--- src/rtl/fifo_pkg.sv ---
// Shared definitions for the FIFO read-side packer: default widths, clog2 helper
// and the lane/word helper types.
package fifo_pkg;

   localparam int DATA_WIDTH = 8;
   localparam int ADD_WIDTH  = 4;
   localparam int LANES      = 4;

   function automatic int clog2(input int value);
      int res;
      int pow;
      res = 0;
      pow = 1;
      for (int i = 0; i < 31; i++) begin
         if (pow < value) begin
            res = res + 1;
            pow = pow * 2;
         end
      end
      return res;
   endfunction

   localparam int LANE_CNT_W = clog2(LANES + 1);
   localparam int KEEP_W     = LANES;

   typedef logic [DATA_WIDTH-1:0]       lane_t;
   typedef logic [LANES*DATA_WIDTH-1:0] word_t;
   typedef logic [KEEP_W-1:0]           keep_t;

endpackage

--- src/rtl/fifo_pack_idle_ctr.sv ---
// Idle timeout counter for partial-word flushing; only built when FIFO_PACK_FLUSH_EN
// is defined. Counts while a partial word sits with no pop and the FIFO empty.
`ifdef FIFO_PACK_FLUSH_EN
module fifo_pack_idle_ctr
   import fifo_pkg::*;
#(
   parameter int lanes          = LANES,
   parameter int cnt_w          = LANE_CNT_W,
   parameter int timeout_cycles = 16
) (
   input  logic             clk,
   input  logic             rst,
   input  logic [cnt_w-1:0] acc_cnt,
   input  logic             pop_q,
   input  logic             fifo_empty,
   input  logic             clear,
   output logic             idle_done
);

   localparam int              TW        = clog2(timeout_cycles + 1);
   localparam logic [TW-1:0]   LIMIT     = TW'(timeout_cycles);
   localparam logic [cnt_w-1:0] FULL_CNT = cnt_w'(lanes);

   logic [TW-1:0] idle_cnt_r;
   logic [TW-1:0] idle_cnt_next_s;
   logic          idle_done_r;
   logic          idle_cond_s;

   // Next counter value: saturate at the limit, clear on any activity or flush
   always_comb begin
      idle_cond_s     = (acc_cnt != {cnt_w{1'b0}}) && (acc_cnt < FULL_CNT) && !pop_q && fifo_empty;
      idle_cnt_next_s = idle_cnt_r;
      if (clear) begin
         idle_cnt_next_s = {TW{1'b0}};
      end else if (!idle_cond_s) begin
         idle_cnt_next_s = {TW{1'b0}};
      end else if (idle_cnt_r != LIMIT) begin
         idle_cnt_next_s = idle_cnt_r + {{(TW-1){1'b0}}, 1'b1};
      end else begin
         idle_cnt_next_s = idle_cnt_r;
      end
   end

   // Counter and registered timeout flag
   always_ff @(posedge clk or posedge rst) begin
      if (rst) begin
         idle_cnt_r  <= {TW{1'b0}};
         idle_done_r <= 1'b0;
      end else begin
         idle_cnt_r  <= idle_cnt_next_s;
         idle_done_r <= (idle_cnt_next_s == LIMIT);
      end
   end

   assign idle_done = idle_done_r;

endmodule
`endif

--- src/rtl/fifo_rd_packer.sv ---
// Read-side FIFO consumer: pops entries, packs `lanes` of them into one word and
// presents it on a valid/ready stream. Optional idle flush under FIFO_PACK_FLUSH_EN.
module fifo_rd_packer
   import fifo_pkg::*;
#(
   parameter int data_width     = DATA_WIDTH,
   parameter int lanes          = LANES,
   parameter int timeout_cycles = 16
) (
   input  logic                        rd_clk,
   input  logic                        rd_rst,
   input  logic                        fifo_empty,
   input  logic [data_width-1:0]       fifo_data,
   output logic                        fifo_rd_en,
   output logic [lanes*data_width-1:0] m_data,
   output logic [lanes-1:0]            m_keep,
   output logic                        m_valid,
   input  logic                        m_ready
);

   localparam int             CW       = clog2(lanes + 1);
   localparam logic [CW:0]    LANES_X  = (CW+1)'(lanes);
   localparam logic [CW-1:0]  LAST_IDX = CW'(lanes - 1);
   localparam logic [CW-1:0]  FULL_CNT = CW'(lanes);

   if (lanes < 2 || timeout_cycles < 1) begin : g_cfg_check
      $error("fifo_rd_packer: lanes must be >= 2 and timeout_cycles >= 1");
   end

   logic [data_width-1:0]       acc_r [lanes];
   logic [CW-1:0]               acc_cnt_r;
   logic                        pop_q_r;
   logic [lanes*data_width-1:0] m_data_r;
   logic [lanes-1:0]            m_keep_r;
   logic                        m_valid_r;

   logic                        out_free_s;
   logic                        complete_s;
   logic                        load_s;
   logic                        flush_s;
   logic [lanes*data_width-1:0] word_s;
   logic [lanes-1:0]            fill_keep_s;

   assign out_free_s = !m_valid_r || m_ready;
   assign complete_s = ((acc_cnt_r == LAST_IDX) && pop_q_r) || (acc_cnt_r == FULL_CNT);
   assign load_s     = complete_s && out_free_s;

   // Pop whenever the entry in flight still fits, or the output can take a word now
   always_comb begin
      fifo_rd_en = 1'b0;
      if (rd_rst) begin
         fifo_rd_en = 1'b0;
      end else if (fifo_empty) begin
         fifo_rd_en = 1'b0;
      end else if (({1'b0, acc_cnt_r} + {{CW{1'b0}}, pop_q_r}) < LANES_X) begin
         fifo_rd_en = 1'b1;
      end else if (out_free_s) begin
         fifo_rd_en = 1'b1;
      end else begin
         fifo_rd_en = 1'b0;
      end
   end

   // Candidate word: stored lanes plus the arriving entry; unfilled lanes read as zero
   always_comb begin
      word_s      = {(lanes*data_width){1'b0}};
      fill_keep_s = {lanes{1'b0}};
      for (int i = 0; i < lanes; i++) begin
         fill_keep_s[i] = (CW'(i) < acc_cnt_r);
         if (pop_q_r && (CW'(i) == acc_cnt_r)) begin
            word_s[i*data_width +: data_width] = fifo_data;
         end else if (CW'(i) < acc_cnt_r) begin
            word_s[i*data_width +: data_width] = acc_r[i];
         end else begin
            word_s[i*data_width +: data_width] = {data_width{1'b0}};
         end
      end
   end

`ifdef FIFO_PACK_FLUSH_EN
   logic idle_done_s;

   fifo_pack_idle_ctr #(
      .lanes          (lanes),
      .cnt_w          (CW),
      .timeout_cycles (timeout_cycles)
   ) u_idle_ctr (
      .clk        (rd_clk),
      .rst        (rd_rst),
      .acc_cnt    (acc_cnt_r),
      .pop_q      (pop_q_r),
      .fifo_empty (fifo_empty),
      .clear      (flush_s),
      .idle_done  (idle_done_s)
   );

   assign flush_s = idle_done_s && out_free_s && !pop_q_r &&
                    (acc_cnt_r != {CW{1'b0}}) && (acc_cnt_r < FULL_CNT);
`else
   assign flush_s = 1'b0;
`endif

   // Accumulator: pop tracking, lane fill count and lane storage
   always_ff @(posedge rd_clk or posedge rd_rst) begin
      if (rd_rst) begin
         pop_q_r   <= 1'b0;
         acc_cnt_r <= {CW{1'b0}};
         for (int i = 0; i < lanes; i++) begin
            acc_r[i] <= {data_width{1'b0}};
         end
      end else begin
         pop_q_r <= fifo_rd_en;
         if (load_s || flush_s) begin
            acc_cnt_r <= {CW{1'b0}};
         end else if (complete_s) begin
            acc_cnt_r <= FULL_CNT;
         end else if (pop_q_r) begin
            acc_cnt_r <= acc_cnt_r + {{(CW-1){1'b0}}, 1'b1};
         end else begin
            acc_cnt_r <= acc_cnt_r;
         end
         for (int i = 0; i < lanes; i++) begin
            if (pop_q_r && (CW'(i) == acc_cnt_r)) begin
               acc_r[i] <= fifo_data;
            end
         end
      end
   end

   // Output stage: load a full or flushed word, otherwise hold until accepted
   always_ff @(posedge rd_clk or posedge rd_rst) begin
      if (rd_rst) begin
         m_valid_r <= 1'b0;
         m_data_r  <= {(lanes*data_width){1'b0}};
         m_keep_r  <= {lanes{1'b0}};
      end else if (load_s) begin
         m_valid_r <= 1'b1;
         m_data_r  <= word_s;
         m_keep_r  <= {lanes{1'b1}};
      end else if (flush_s) begin
         m_valid_r <= 1'b1;
         m_data_r  <= word_s;
         m_keep_r  <= fill_keep_s;
      end else if (m_ready) begin
         m_valid_r <= 1'b0;
      end else begin
         m_valid_r <= m_valid_r;
      end
   end

   assign m_valid = m_valid_r;
   assign m_data  = m_data_r;
   assign m_keep  = m_keep_r;

endmodule
--- config.mk ---
export PLATFORM = sky130hd
export DESIGN_NAME = fifo_rd_packer
export DESIGN_NICKNAME = d
export VERILOG_FILES = /design/src/rtl/fifo_pkg.sv /design/src/rtl/fifo_pack_idle_ctr.sv /design/src/rtl/fifo_rd_packer.sv
export SDC_FILE = /design/constraint.sdc
export NUM_CORES = 1
export LEC_CHECK = 0
export ABC_AREA = 1
export CAP_MARGIN = 20
export CORE_ASPECT_RATIO = 0.9
export CORE_MARGIN = 4
export CORE_UTILIZATION = 34
export CTS_CLUSTER_DIAMETER = 120
export DETAILED_ROUTE_END_ITERATION = 12
export GPL_ROUTABILITY_DRIVEN = 0
export SYNTH_ARGS = -nofsm -noshare
export SYNTH_HDL_FRONTEND = slang
export SYNTH_SLANG_ARGS = --single-unit
export TNS_END_PERCENT = 1
--- constraint.sdc ---
create_clock -name rd_clk -period 2.7 [get_ports rd_clk]
set_input_delay 0.675 -clock rd_clk [delete_from_list [all_inputs] [get_ports rd_clk]]
set_output_delay 0.675 -clock rd_clk [all_outputs]
set_load 0.03 [all_outputs]
==> metrics.yaml, run 1 <==
syn_avg_cell_area_um2: 8.43
synth_area_leaders: "dfrtp_1 (56%), nand2_1 (23%), o21ai_0 (5.3%)"
preCtsSetupSlack_ps: 375
fin_area_um2: 3840
slew_violations: 0
max_freq_mhz: 417
clk_root_buffer_cell: "clkbuf_8"
grt_overflow_total: 0
wirelength_um: 7160
startpoint: "acc_cnt_r[2]"
die_height_um: 99.0
grt_first_pass_wirelength_um: 12100
hold_slack_ps: 481
min_path_type: "reg -> reg"
syn-num-nets: 386
r2r_cells: 6
drc_errors: 0
final_util_pct: 43.8
cts_tree: "built"
core_um2: 8770
synth_ff_type: "dfrtp_1"
cp.buffers_inverters: 3
path_cells: "inv_2 -> nand2_2 -> nand2_1 -> o21ai_0 -> inv_1 -> buf_4"
required_ps: 2030
htreeDepth: 3
cts_buffer_depth: 2
initial_utilization_pct: 35.7
synth-seq-area-share_pct: 56.0
cts_resized: 0
synth-warning-count: 0
yosysMostFrequentCell: "nand2_1"
syn_to_final_growth_pct: 22.9
syn_area_um2: 3130
grt_max_degree: 71
start_kind: "register"
chipWidth_um: 109
insertion_delay_ps: 340
worst_pin_slew_ps: 589
diodes: 0
hold_depth: 2
arrival_ps: 1720
status: "finished, final reports clean"
cp_max_fo: 14
yosysUniqueCellTypes: 19
nets: 432
track_usage_pct: 14.3
hpwl_um: 4600
ys_async_sr_fraction_pct: 100
cp-end-kind: "primary output"
ir_drop_mv: 0.574
period_share_pct: 88.9
layout_min_cycle_time_ps: 2400
wl_per_cell_um: 13.3
critPathKind: "reg -> out"
antenna_found_initial: 0
io_buffers: 49
maxCapViolCount: 0
numCtsBuffers: 9
static-leakage-power_nw: 1.98
fillCellCount: 899
cp_num_cells: 6
slowest_delay_ps: 440
die_area_um2: 10800
regToRegSetupSlack_ps: 890
ys_top_cells_by_count: "nand2_1 (189), dfrtp_1 (70), o21ai_0 (33)"
ant_nets: 0
fin_ws_ps: 301
ios: 50
postPlaceCellArea_um2: 3660
slowest_stage: "dfrtp_1"
r2r-end: "m_data[7]"
post_cts_buffers: 0
hold_buffers: 0
yosys.area.top_type_share_pct: 56.0
row_count: 32
hold_viol_final: 0
timing.rr.start: "acc_cnt_r[1]"
cellPowerDensity_nw_per_um2: 1190
drt-initial-drc-count: 118
synth_top_cell_by_area: "dfrtp_1"
slew_headroom_pct: 60.6
grt_pass1_vias: 2494
skew_ps: 7.11
fin_setup_tns_ps: 0
dr.pass1.iters: 4
rsz0062_at_grt: "false"
ys_seq_elements: 70
synth_cells: 371
crit_end: "fifo_rd_en"
finalSetupViolCount: 0
vias: 2527
synth_edf_count: 0
drive_gt1_share_pct: 7.60
vias_per_cell: 4.68
cp_top_family: "buffers and inverters"
clock-sinks: 70
clkTransAtPathRegs_ps: 70
[worst min path at each step]
stage,startpoint,to,slack [ps]
after floorplan,acc_r[10],acc_r[10],450
after global placement,acc_r[27],acc_r[27],460
after detailed placement,acc_r[31],acc_r[31],470
after CTS,acc_r[31],acc_r[31],490
after global routing,acc_r[14],acc_r[14],510
final,m_data[6],m_data[6],480
[layout by cell type (no fill, tap or decap), types with 3 or more instances in the layout]
cell type | synthesis | layout
clkbuf_8 | 0 | 9
clkdlybuf4s50_1 | 0 | 48
dfrtp_1 | 70 | 70
ha_1 | 3 | 3
inv_1 | 22 | 21
inv_2 | 4 | 5
nand2_1 | 189 | 189
nand3_1 | 21 | 21
o21ai_0 | 33 | 33
[cell families (layout without fill, tap and decap cells)]
group	count (synthesis)	count (layout)	share of synthesized area, %
buffers and inverters	43	93	7.64
adder cells (fa/ha/maj)	3	3	1.20
flip-flops	70	70	56.0
AND/OR/NAND/NOR	220	220	29.4
XOR/XNOR	1	1	0.280
AO/OA/AOI/OAI	34	34	5.44
[metal layers]
layer	wire, um	GRT usage (%)
met2	3280	22.4
met1	3350	19.4
met5	0	0
met4	32	4.17
met3	498	4.06
[cell type report]
cell class | count | area [um^2] | area share [%]
inverters | 27 | 104 | 2.70
multi-input cells | 258 | 1140 | 29.6
clock inverters | 6 | 63.8 | 1.66
flip-flops and latches | 70 | 1750 | 45.6
repair buffers | 51 | 515 | 13.4
clock buffers | 9 | 124 | 3.22
well taps | 119 | 149 | 3.87
[per-stage QoR]
stage                     power (W)  std cells
after floorplan             0.00314        371
after global placement      0.00374        525
after detailed placement    0.00379        525
after CTS                   0.00463        540
after global routing        0.00495        540
final                       0.00458        540
[sequential cells by signal (all words and copies together) (netlist names)]
register	cells
m_data	32
m_valid	1
m_keep	1
pop_q_r	1
acc_cnt_r	3
acc_r	32
[power by group]
group | switching [W] | leakage, nW | internal, W | total [W]
sequential | 0.000233 | 0.878 | 0.00152 | 0.00175
combinational | 0.00127 | 1.01 | 0.000735 | 0.00201
clock | 0.000402 | 0.0911 | 0.000419 | 0.000821
total | 0.00191 | 1.98 | 0.00267 | 0.00458
[tightest hold or removal path: stages (launching register included)]
cell	delay (ps)
dfrtp_1	340
nand2_1	50
nand2_1	60
No activity file was read; power rests on OpenSTA's default activity.
==> run 2: changes to the inputs <==
Settings changed: CORE_MARGIN 4 to unset.
==> metrics.yaml, run 2 (synthesized netlist as in run 1, its figures left out) <==
static-leakage-power_nw: 2.00  # +0.74%
slew_violations: 0  # unchanged
cts_tree: "built"
hpwl_um: 4390  # -4.4%
start_kind: "register"
die_area_um2: 9580  # -11%
post_cts_buffers: 0  # unchanged
layout_min_cycle_time_ps: 2380  # -20.0 ps
grt_max_degree: 71  # unchanged
ant_nets: 0  # unchanged
cp_num_cells: 6  # unchanged
p_seq_share_pct: 37.4  # -0.8 points
wl_per_cell_um: 12.3  # -6.9%
wirelength_um: 6680  # -6.8%
layout_commonest_cell: "nand2_1"
cts_resized: 0  # unchanged
hold_buffers: 0  # unchanged
slew_headroom_pct: 64.1  # +3.5 points
insertion_delay_ps: 350  # about the same
cellPowerDensity_nw_per_um2: 1200  # +0.90%
dr.pass1.iters: 4  # unchanged
fin_ws_ps: 321  # +20.0 ps
final_util_pct: 44.4  # +0.59 points
vias_per_cell: 4.47  # -4.5%
min_path_type: "reg -> reg"
arrival_ps: 1700  # -20 ps
regArea_um2: 1750  # unchanged
grt_pass1_vias: 2402  # -3.7%
regToRegSetupSlack_ps: 1000  # +110 ps
grt_first_pass_wirelength_um: 11500  # -5.0%
nets: 432  # unchanged
combPwrFrac_pct: 42.6  # -1.3 points
r2r_cells: 8  # +2
slowest_stage: "dfrtp_1"
pwr-share-clk_pct: 20.0  # +2.1 points
final_cell_mix: "nand2_1 (189), dfrtp_1 (70), clkdlybuf4s50_1 (48)"
fillCellCount: 913  # +1.6%
multiInputGateArea_um2: 1140  # unchanged
crit_end: "fifo_rd_en"
drc_errors: 0  # unchanged
drt-initial-drc-count: 132  # +12%
diodes: 0  # unchanged
switchingPower_w: 0.00189  # -1.1%
clk_root_buffer_cell: "clkbuf_8"
max_freq_mhz: 420  # +0.84%
r2r-end: "m_data[30]"
vias: 2418  # -4.3%
path_cells: "inv_2 -> nand2_2 -> nand2_1 -> o21ai_0 -> inv_1 -> buf_4"
p_int_w: 0.00277  # +3.9%
track_usage_pct: 16.0  # +1.7 points
cp_max_fo: 14  # unchanged
critPathKind: "reg -> out"
ios: 50  # unchanged
cp.buffers_inverters: 3  # unchanged
io_buffers: 49  # unchanged
initial_utilization_pct: 35.8  # +0.16 points
cts_buffer_depth: 2  # unchanged
clkTransAtPathRegs_ps: 70  # about the same
maxCapViolCount: 0  # unchanged
swShare_pct: 40.5  # -1.2 points
antenna_found_initial: 0  # unchanged
die_height_um: 93.0  # -6.1%
rsz0062_at_grt: "false"
cp-end-kind: "primary output"
clock-sinks: 70  # unchanged
chipWidth_um: 103  # -5.5%
numCtsBuffers: 9  # unchanged
hold_viol_final: 0  # unchanged
fin_setup_tns_ps: 0  # unchanged
preCtsSetupSlack_ps: 395  # +20.2 ps
timing.rr.start: "acc_cnt_r[0]"
skew_ps: 7.94  # +0.821 ps
worst_pin_slew_ps: 536  # -52.4 ps
slowest_delay_ps: 440  # about the same
grt_overflow_total: 0  # unchanged
required_ps: 2030  # about the same
core_um2: 8730  # -0.46%
period_share_pct: 88.1  # -0.74 points
finalSetupViolCount: 0  # unchanged
cp_top_family: "buffers and inverters"
status: "finished, final reports clean"
drive_gt1_share_pct: 7.82  # +0.22 points
row_count: 32  # unchanged
ir_drop_mv: 0.543  # -5.4%
syn_to_final_growth_pct: 24.0
htreeDepth: 3  # unchanged
startpoint: "acc_cnt_r[2]"
-- run 2: cell types whose count changed in the layout (fill, tap and decap cells not counted) --
cell	delta
bufinv_16	+1
clkinv_2	-1
inv_6	+1
-- run 2: cell type report --
cell class	instances	area share, %
multi-input combinational	258	29.3
clock inverter	7	2.52
inverter	27	2.68
sequential	70	45.2
timing repair buffer	51	13.3
tap	119	3.84
clock buffer	9	3.19
-- run 2: power by group through the flow --
stage                     Combinational [W]  Sequential [W]  Clock, W
after floorplan                     0.00101         0.00213         0
after detailed placement            0.00200         0.00176         0
after global routing                0.00224         0.00180   0.00100
after global placement              0.00197         0.00175         0
after CTS                           0.00202         0.00175  0.000967
final                               0.00199         0.00174  0.000933
-- run 2: worst register-to-register path, stage by stage, from the launching register on --
cell	delay, ps
dfrtp_1	410
inv_1	130
ha_1	240
inv_1	80
nand2_1	130
nand4_4	130
inv_4	300
nand2_1	150
nand2_1	70
-- run 2: how the worst min path moves through the flow --
| stage | start | endpoint | slack [ps] | cells after the start |
|---|---|---|---|---|
| detailed placement | m_data[4] | m_data[4] | 460 | 2 |
| floorplan | acc_r[10] | acc_r[10] | 450 | 2 |
| global route | m_data[2] | m_data[2] | 500 | 2 |
| CTS | m_data[4] | m_data[4] | 480 | 2 |
| global placement | acc_r[24] | acc_r[24] | 460 | 2 |
| finish | m_data[7] | m_data[7] | 480 | 2 |
-- run 2: routing by layer --
layer	vias up	routed length, um	GRT usage, %
met3	7	315	4.56
met4	0	74	6.46
met5	-	0	0
met2	51	3070	24.6
met1	1118	3220	21.3
li1	1242	-	-
-- run 2: metrics by stage --
| step | total power, W | hold slack (ps) | cells | cell area (um^2) |
|---|---|---|---|---|
| final | 0.00466 | 478 | 541 | 3880 |
| after global routing | 0.00505 | 497 | 541 | 3880 |
| after detailed placement | 0.00377 | 464 | 525 | 3660 |
| after floorplan | 0.00314 | 450 | 371 | 3130 |
| after global placement | 0.00373 | 462 | 525 | 3660 |
| after CTS | 0.00473 | 485 | 541 | 3880 |
